<file path="config.mk">
export PLATFORM = sky130hd
export DESIGN_NAME = alu_muldiv
export DESIGN_NICKNAME = d
export VERILOG_FILES = /design/src/rtl/alu_muldiv.sv
export SDC_FILE = /design/constraint.sdc
export NUM_CORES = 1
export LEC_CHECK = 0
export ABC_AREA = 0
export BUFFER_PORTS_ARGS = -buffer_cell sky130_fd_sc_hd__buf_2
export CELL_PAD_IN_SITES_DETAIL_PLACEMENT = 0
export CELL_PAD_IN_SITES_GLOBAL_PLACEMENT = 2
export CORE_MARGIN = 1
export CORE_UTILIZATION = 35
export CTS_CLUSTER_DIAMETER = 80
export DETAILED_ROUTE_END_ITERATION = 8
export HOLD_SLACK_MARGIN = 0.12
export PLACE_DENSITY = 0.84
export SYNTH_ARGS = -nofsm -noshare
export SYNTH_HDL_FRONTEND = slang
export SYNTH_SLANG_ARGS = --single-unit
</file>
<file path="constraint.sdc">
create_clock -name clk -period 12.4 [get_ports clk]
set_input_delay 3.72 -clock clk [delete_from_list [all_inputs] [get_ports clk]]
set_output_delay 3.72 -clock clk [all_outputs]
set_load 0.02 [all_outputs]
</file>
<file path="src/rtl/alu_muldiv.sv">
// -----------------------------------------------------------------------------
// alu_muldiv
//
// EX-stage ALU for the MIPS datapath. It combines single-cycle logic, shift and
// compare operations with an iterative multiply/divide unit that owns the HI/LO
// registers.
//
// Op codes (in_ALUOperation_4):
//   0 AND   1 OR    2 NOR   3 ADD   4 SUB   5 SLL   6 SRL   7 LUI
//   8 SRA   9 SLT  10 MULT 11 MULTU 12 DIV 13 DIVU 14 MFHI 15 MFLO
//
// Ports:
//   clk                rising-edge clock
//   reset              asynchronous, active-low reset
//   in_ALUOperation_4  operation select
//   in_A_32, in_B_32   operands (rs, rt/imm)
//   in_shamt_5         shift amount
//   in_Start           launches a mul/div (IDLE only, ops 10-13)
//   o_ALUResult_32     combinational result (0 for ops 10-13)
//   o_Zero             result == 0
//   o_Busy             mul/div iteration in progress
//   o_Done             one-cycle pulse; HI/LO already hold the new result
//   o_Overflow         signed ADD/SUB overflow (only with ALU_OVERFLOW_EN)
//
// Optional build macro: ALU_OVERFLOW_EN adds the o_Overflow port and logic.
//
// Multiply is unsigned shift-add on magnitudes and division is restoring
// shift-subtract on magnitudes; the signs are reapplied on the last step.
// -----------------------------------------------------------------------------
module alu_muldiv #(
    parameter int DATA_WIDTH  = 32,
    parameter int SHAMT_WIDTH = $clog2(DATA_WIDTH)
) (
    input  logic                   clk,
    input  logic                   reset,
    input  logic [3:0]             in_ALUOperation_4,
    input  logic [DATA_WIDTH-1:0]  in_A_32,
    input  logic [DATA_WIDTH-1:0]  in_B_32,
    input  logic [SHAMT_WIDTH-1:0] in_shamt_5,
    input  logic                   in_Start,
    output logic [DATA_WIDTH-1:0]  o_ALUResult_32,
    output logic                   o_Zero,
    output logic                   o_Busy,
`ifdef ALU_OVERFLOW_EN
    output logic                   o_Done,
    output logic                   o_Overflow
`else
    output logic                   o_Done
`endif
);

    localparam int W     = DATA_WIDTH;
    localparam int CNT_W = $clog2(DATA_WIDTH);

    localparam logic [3:0] OP_AND   = 4'd0;
    localparam logic [3:0] OP_OR    = 4'd1;
    localparam logic [3:0] OP_NOR   = 4'd2;
    localparam logic [3:0] OP_ADD   = 4'd3;
    localparam logic [3:0] OP_SUB   = 4'd4;
    localparam logic [3:0] OP_SLL   = 4'd5;
    localparam logic [3:0] OP_SRL   = 4'd6;
    localparam logic [3:0] OP_LUI   = 4'd7;
    localparam logic [3:0] OP_SRA   = 4'd8;
    localparam logic [3:0] OP_SLT   = 4'd9;
    localparam logic [3:0] OP_MULT  = 4'd10;
    localparam logic [3:0] OP_MULTU = 4'd11;
    localparam logic [3:0] OP_DIV   = 4'd12;
    localparam logic [3:0] OP_DIVU  = 4'd13;
    localparam logic [3:0] OP_MFHI  = 4'd14;
    localparam logic [3:0] OP_MFLO  = 4'd15;

    typedef enum logic [1:0] {IDLE, RUN, DONE} state_t;

    state_t           state_reg, state_next;
    logic [CNT_W-1:0] cnt_reg;
    logic             is_div_reg;
    logic             neg_q_reg;     // negate product / quotient
    logic             neg_r_reg;     // negate remainder (dividend sign)
    logic [W-1:0]     m_reg;         // |multiplicand| or |divisor|
    logic [W-1:0]     acc_hi_reg;    // partial product high / remainder
    logic [W-1:0]     acc_lo_reg;    // multiplier / dividend -> quotient
    logic [W-1:0]     hi_reg;
    logic [W-1:0]     lo_reg;

    // ------------------------------------------------------------------
    // Launch decode and operand magnitudes
    // ------------------------------------------------------------------
    logic         is_md_op;
    logic         launch;
    logic         op_signed;
    logic         op_div;
    logic         sign_a, sign_b;
    logic [W-1:0] abs_a, abs_b;

    assign is_md_op  = (in_ALUOperation_4 == OP_MULT) || (in_ALUOperation_4 == OP_MULTU) ||
                       (in_ALUOperation_4 == OP_DIV)  || (in_ALUOperation_4 == OP_DIVU);
    assign launch    = (state_reg == IDLE) && in_Start && is_md_op;
    assign op_signed = (in_ALUOperation_4 == OP_MULT) || (in_ALUOperation_4 == OP_DIV);
    assign op_div    = (in_ALUOperation_4 == OP_DIV)  || (in_ALUOperation_4 == OP_DIVU);
    assign sign_a    = op_signed & in_A_32[W-1];
    assign sign_b    = op_signed & in_B_32[W-1];
    // The most-negative value maps to itself, which read unsigned is 2^(W-1).
    assign abs_a     = sign_a ? -in_A_32 : in_A_32;
    assign abs_b     = sign_b ? -in_B_32 : in_B_32;

    // ------------------------------------------------------------------
    // One iteration step
    // ------------------------------------------------------------------
    logic [W:0]     mul_sum;
    logic [W:0]     div_shift;
    logic [W:0]     div_diff;
    logic [W-1:0]   step_hi, step_lo;
    logic [2*W-1:0] prod_fix;
    logic [W-1:0]   fin_hi, fin_lo;

    assign mul_sum   = {1'b0, acc_hi_reg} + (acc_lo_reg[0] ? {1'b0, m_reg} : {(W+1){1'b0}});
    assign div_shift = {acc_hi_reg, acc_lo_reg[W-1]};
    assign div_diff  = div_shift - {1'b0, m_reg};

    always_comb begin
        step_hi = acc_hi_reg;
        step_lo = acc_lo_reg;
        if (is_div_reg) begin
            // The remainder stays below the divisor, so bit W of the
            // difference is a reliable borrow flag.
            if (!div_diff[W]) begin
                step_hi = div_diff[W-1:0];
                step_lo = {acc_lo_reg[W-2:0], 1'b1};
            end else begin
                step_hi = div_shift[W-1:0];
                step_lo = {acc_lo_reg[W-2:0], 1'b0};
            end
        end else begin
            step_hi = mul_sum[W:1];
            step_lo = {mul_sum[0], acc_lo_reg[W-1:1]};
        end
    end

    // Sign fix on the final step. Divide by zero needs no special case: the
    // quotient comes out all ones and the remainder equals |A|, so the sign
    // fix yields HI = A and LO = 1 for a negative signed dividend.
    assign prod_fix = neg_q_reg ? -{step_hi, step_lo} : {step_hi, step_lo};

    always_comb begin
        if (is_div_reg) begin
            fin_lo = neg_q_reg ? -step_lo : step_lo;
            fin_hi = neg_r_reg ? -step_hi : step_hi;
        end else begin
            fin_lo = prod_fix[W-1:0];
            fin_hi = prod_fix[2*W-1:W];
        end
    end

    // ------------------------------------------------------------------
    // FSM
    // ------------------------------------------------------------------
    always_ff @(posedge clk or negedge reset) begin
        if (!reset) begin
            state_reg <= IDLE;
        end else begin
            state_reg <= state_next;
        end
    end

    always_comb begin
        state_next = state_reg;
        case (state_reg)
            IDLE:    if (launch) state_next = RUN;
            RUN:     if (cnt_reg == '0) state_next = DONE;
            DONE:    state_next = IDLE;
            default: state_next = IDLE;
        endcase
    end

    assign o_Busy = (state_reg == RUN);
    assign o_Done = (state_reg == DONE);

    // ------------------------------------------------------------------
    // Datapath registers. HI/LO are written on the edge that enters DONE,
    // so they already show the new result while o_Done is high.
    // ------------------------------------------------------------------
    always_ff @(posedge clk or negedge reset) begin
        if (!reset) begin
            cnt_reg    <= '0;
            is_div_reg <= 1'b0;
            neg_q_reg  <= 1'b0;
            neg_r_reg  <= 1'b0;
            m_reg      <= '0;
            acc_hi_reg <= '0;
            acc_lo_reg <= '0;
            hi_reg     <= '0;
            lo_reg     <= '0;
        end else begin
            if (launch) begin
                cnt_reg    <= CNT_W'(W - 1);
                is_div_reg <= op_div;
                neg_q_reg  <= sign_a ^ sign_b;
                neg_r_reg  <= sign_a;
                m_reg      <= op_div ? abs_b : abs_a;
                acc_lo_reg <= op_div ? abs_a : abs_b;
                acc_hi_reg <= '0;
            end else if (state_reg == RUN) begin
                cnt_reg    <= cnt_reg - 1'b1;
                acc_hi_reg <= step_hi;
                acc_lo_reg <= step_lo;
                if (cnt_reg == '0) begin
                    hi_reg <= fin_hi;
                    lo_reg <= fin_lo;
                end
            end
        end
    end

    // ------------------------------------------------------------------
    // Combinational result
    // ------------------------------------------------------------------
    logic [W-1:0] add_res, sub_res;
    logic         slt_bit;

    assign add_res = in_A_32 + in_B_32;
    assign sub_res = in_A_32 - in_B_32;
    assign slt_bit = $signed(in_A_32) < $signed(in_B_32);

    always_comb begin
        o_ALUResult_32 = '0;
        case (in_ALUOperation_4)
            OP_AND:  o_ALUResult_32 = in_A_32 & in_B_32;
            OP_OR:   o_ALUResult_32 = in_A_32 | in_B_32;
            OP_NOR:  o_ALUResult_32 = ~(in_A_32 | in_B_32);
            OP_ADD:  o_ALUResult_32 = add_res;
            OP_SUB:  o_ALUResult_32 = sub_res;
            OP_SLL:  o_ALUResult_32 = in_B_32 << in_shamt_5;
            OP_SRL:  o_ALUResult_32 = in_B_32 >> in_shamt_5;
            OP_LUI:  o_ALUResult_32 = in_B_32 << (W / 2);
            OP_SRA:  o_ALUResult_32 = $signed(in_B_32) >>> in_shamt_5;
            OP_SLT:  o_ALUResult_32 = {{(W-1){1'b0}}, slt_bit};
            OP_MFHI: o_ALUResult_32 = hi_reg;
            OP_MFLO: o_ALUResult_32 = lo_reg;
            default: o_ALUResult_32 = '0;   // mul/div launch codes
        endcase
    end

    assign o_Zero = (o_ALUResult_32 == '0);

`ifdef ALU_OVERFLOW_EN
    always_comb begin
        o_Overflow = 1'b0;
        if (in_ALUOperation_4 == OP_ADD)
            o_Overflow = (in_A_32[W-1] == in_B_32[W-1]) && (add_res[W-1] != in_A_32[W-1]);
        else if (in_ALUOperation_4 == OP_SUB)
            o_Overflow = (in_A_32[W-1] != in_B_32[W-1]) && (sub_res[W-1] != in_A_32[W-1]);
    end
`endif

endmodule

</file>
==> metrics <==
outcome=completed; first-pass GRT wire length=178000 um; drt total wl=around 120000 um; Flop pwr share=0.177; Post-Syn Nets=~3500; met1 global-route usage=0.465; vias per cell=6.54; Synth Area in Adders=0.0930; Max Slew Vio Count=0; Setup Skew=17.5 ps; worst slack at placement=310 ps; Synth area leaders=dfrtp_1, ha_1, mux4_2; top cell type's share of synthesized area=0.172; clk slew on worst S/H paths=70 ps; Skew-Pair Late Insertion Delay=460 ps; Final Wtd Congestion=1.07; Crit Path Category=primary input to output port; Critical Path RT=approximately 8700 ps; PD cells=between 200 and 250 nW/um2; met2 usage=0.501; final hold vios=0; Synth Area in Simple Gates=0.211; top post-synthesis cells by count=nand2_1, nor2_1, o21ai_0, a21oi_1, clkbuf_1; Port-buffer cells=110; GRT Max-Usage Layer=met2; Async SR Flop Fraction=1.00; H-tree levels=4; Compound-Gate Fraction of Synth Area=0.290; number of synthesis warnings=0; met3 Resource Use GR=0.0725; MaxCap Viol Count=0; Nets=3485; post-synthesis mux area share=0.109; CTS Buf Count=17; Worst path max stage delay=700 ps; xor/xnor share of the synthesized area=0.0597; die height=267 um; WP buf/inv=3; clk sinks=170; leakage power=0.0111 uW; total track usage=0.336; cell-internal power=2440 uW; worst-path cell chain=buf_2 -> inv_1 -> ha_1 -> a211oi_1 -> o211ai_1 -> a21oi_1 -> o211ai_1 -> a21oi_1 -> o211a_1 -> o21ai_0 -> a221o_1 -> a211o_1 -> or4_1 -> nor4_2 -> buf_2; slew margin rel.=0.234; Setup TNS=0 ps; Worst Path Arrival=8320 ps; num ports=111; Final setup viols=0; library cells used by synthesis=98; Final Cycle Share=0.971; Synth Cell Area=24700 um2; antenna-violating nets left=0; area grow syn2layout=9.40%; Clock Path Buffers=2; post-detail-place hpwl=95600 um; vias in the first global route=25500; Post-Syn Instances=3231; Initial Util=0.356; via count=27300; DRC viols=0; Most used DFF post-synth=dfrtp_1; core area=69200 um2; Worst Hold Class=flop to flop; switching share of power=0.555; Startpoint Class=primary input; crit path capture type=output port; DR iter-0 viols=3533; combinational group share of total power=0.721; Clock Power Share=0.103; fin crit period=12040 ps; Root Buffer=clkbuf_16; wire per inst=roughly 29 um; Net Switching=3040 uW; die area=just over 70000 um2; CP top delay family=compound AO/OA/AOI/OAI gates; CP Max Fanout=5; syn avg cell area=7.63 um2; largest family of logic cells by synthesized area=compound AO/OA/AOI/OAI gates; Seq cells post-synth=170; setup ws final=357 ps; slowest CP cell=a21oi_1; unrepaired setup endpoints after global routing=false; leading area contributor after synthesis=dfrtp_1; layout cell share with drive strength beyond 1=0.128; DR pass1 iterations=6; f_max=83.0 MHz; count leader, synth=nand2_1; row cnt=96; Worst VDD drop=approximately 110 uV; worst-margin pin slew=between 1000 and 1500 ps; die width=267 um; # hold bufs at CTS=0; Power Total=between 5000 and 6000 uW; GR Overflow Total=0; initial antenna violation count=3; Post-synth EDFFs=0; CTS tree=done; largest net degree at the start of global routing=96; share of the yosys chip area belonging to registers=0.172
[through the flow]
| step | util | hold WS (ps) | cells | instance area (um2) |
|---|---|---|---|---|
| after global placement | 0.381 | 461 | 4139 | 26400 |
| final | 0.390 | 484 | 4173 | 27000 |
| after detailed placement | 0.381 | 471 | 4139 | 26400 |
| after global routing | 0.390 | 505 | 4173 | 27000 |
| after floorplan | - | 438 | 3231 | 24700 |
| after CTS | 0.390 | 487 | 4171 | 27000 |
[power by group through the flow]
stage                     Combinational [uW]  Clock [uW]  Sequential (uW)
final                                   3950         561              968
after global routing                    4300         590              990
after CTS                               3870         567              966
after detailed placement                3850           0              976
after global placement                  3850           0              974
after floorplan                         2790           0              838
[tightest hold or removal path, delay by kind of cell (launching register included)]
kind	cells	cell delay (ps)
simple gates	1	40
compound gates	1	60
flops	1	340
[layer usage]
layer  routed length, um  share of wire
met1               51700           0.43
met2               51800           0.43
met3               12100           0.10
met4                5960          0.049
met5                  24        0.00020
[layout make-up]
| cell class | instances | area (um2) |
|---|---|---|
| fillers | 7380 | 42200 |
| multi-input cells | 2660 | 18900 |
| flip-flops and latches | 170 | 4260 |
| repair buffers | 222 | 1440 |
| well taps | 931 | 1160 |
| inverters | 157 | 589 |
| clock buffers | 17 | 425 |
| clock inverters | 15 | 175 |
| diodes | 1 | 2.50 |
[what timing repair did]
action / 4_1_cts / 5_1_grt
setup endpoints to repair: 0 / 1
buffers inserted: 0 / 1
resized for setup: 0 / 3
[kinds of logic after synthesis]
kind of cell             count (synthesis)
AND/OR/NAND/NOR                       1088
AO/OA/AOI/OAI                         1054
buffers and inverters                  401
adder cells (fa/ha/maj)                181
flip-flops                             170
multiplexers                           169
XOR/XNOR                               168
[cell usage in the layout, fill, tap and decap left out, drive strengths merged, types with 26 or more instances in the layout]
cell	count
a221oi	26
ha	177
o31ai	39
mux4	78
nand2	339
nor3	86
and2	45
a211oi	45
xor2	38
a21oi	215
xnor2	130
nor2	276
o21bai	28
o21ai	249
a22oi	37
or3	28
a21o	38
o221ai	67
mux2i	73
buf	222
nand3	98
nand4	37
inv	163
a31oi	53
dfrtp	170
nor4	31
o211ai	37
[path summary, 6_finish.rpt]
path	endpoint	cells past startpoint	startpoint	slack (ps)
worst max-delay path	o_Zero	15	in_A_32[1]	360
worst min-delay path	lo_reg[18]	2	lo_reg[18]	480
worst max register to register	hi_reg[20]	23	acc_lo_reg[31]	4940
worst min register to register	lo_reg[18]	2	lo_reg[18]	480
max in group asynchronous	m_reg[29]	2	reset	7380
min in group asynchronous	m_reg[5]	1	reset	3350
(Power assumes the default switching activity.)
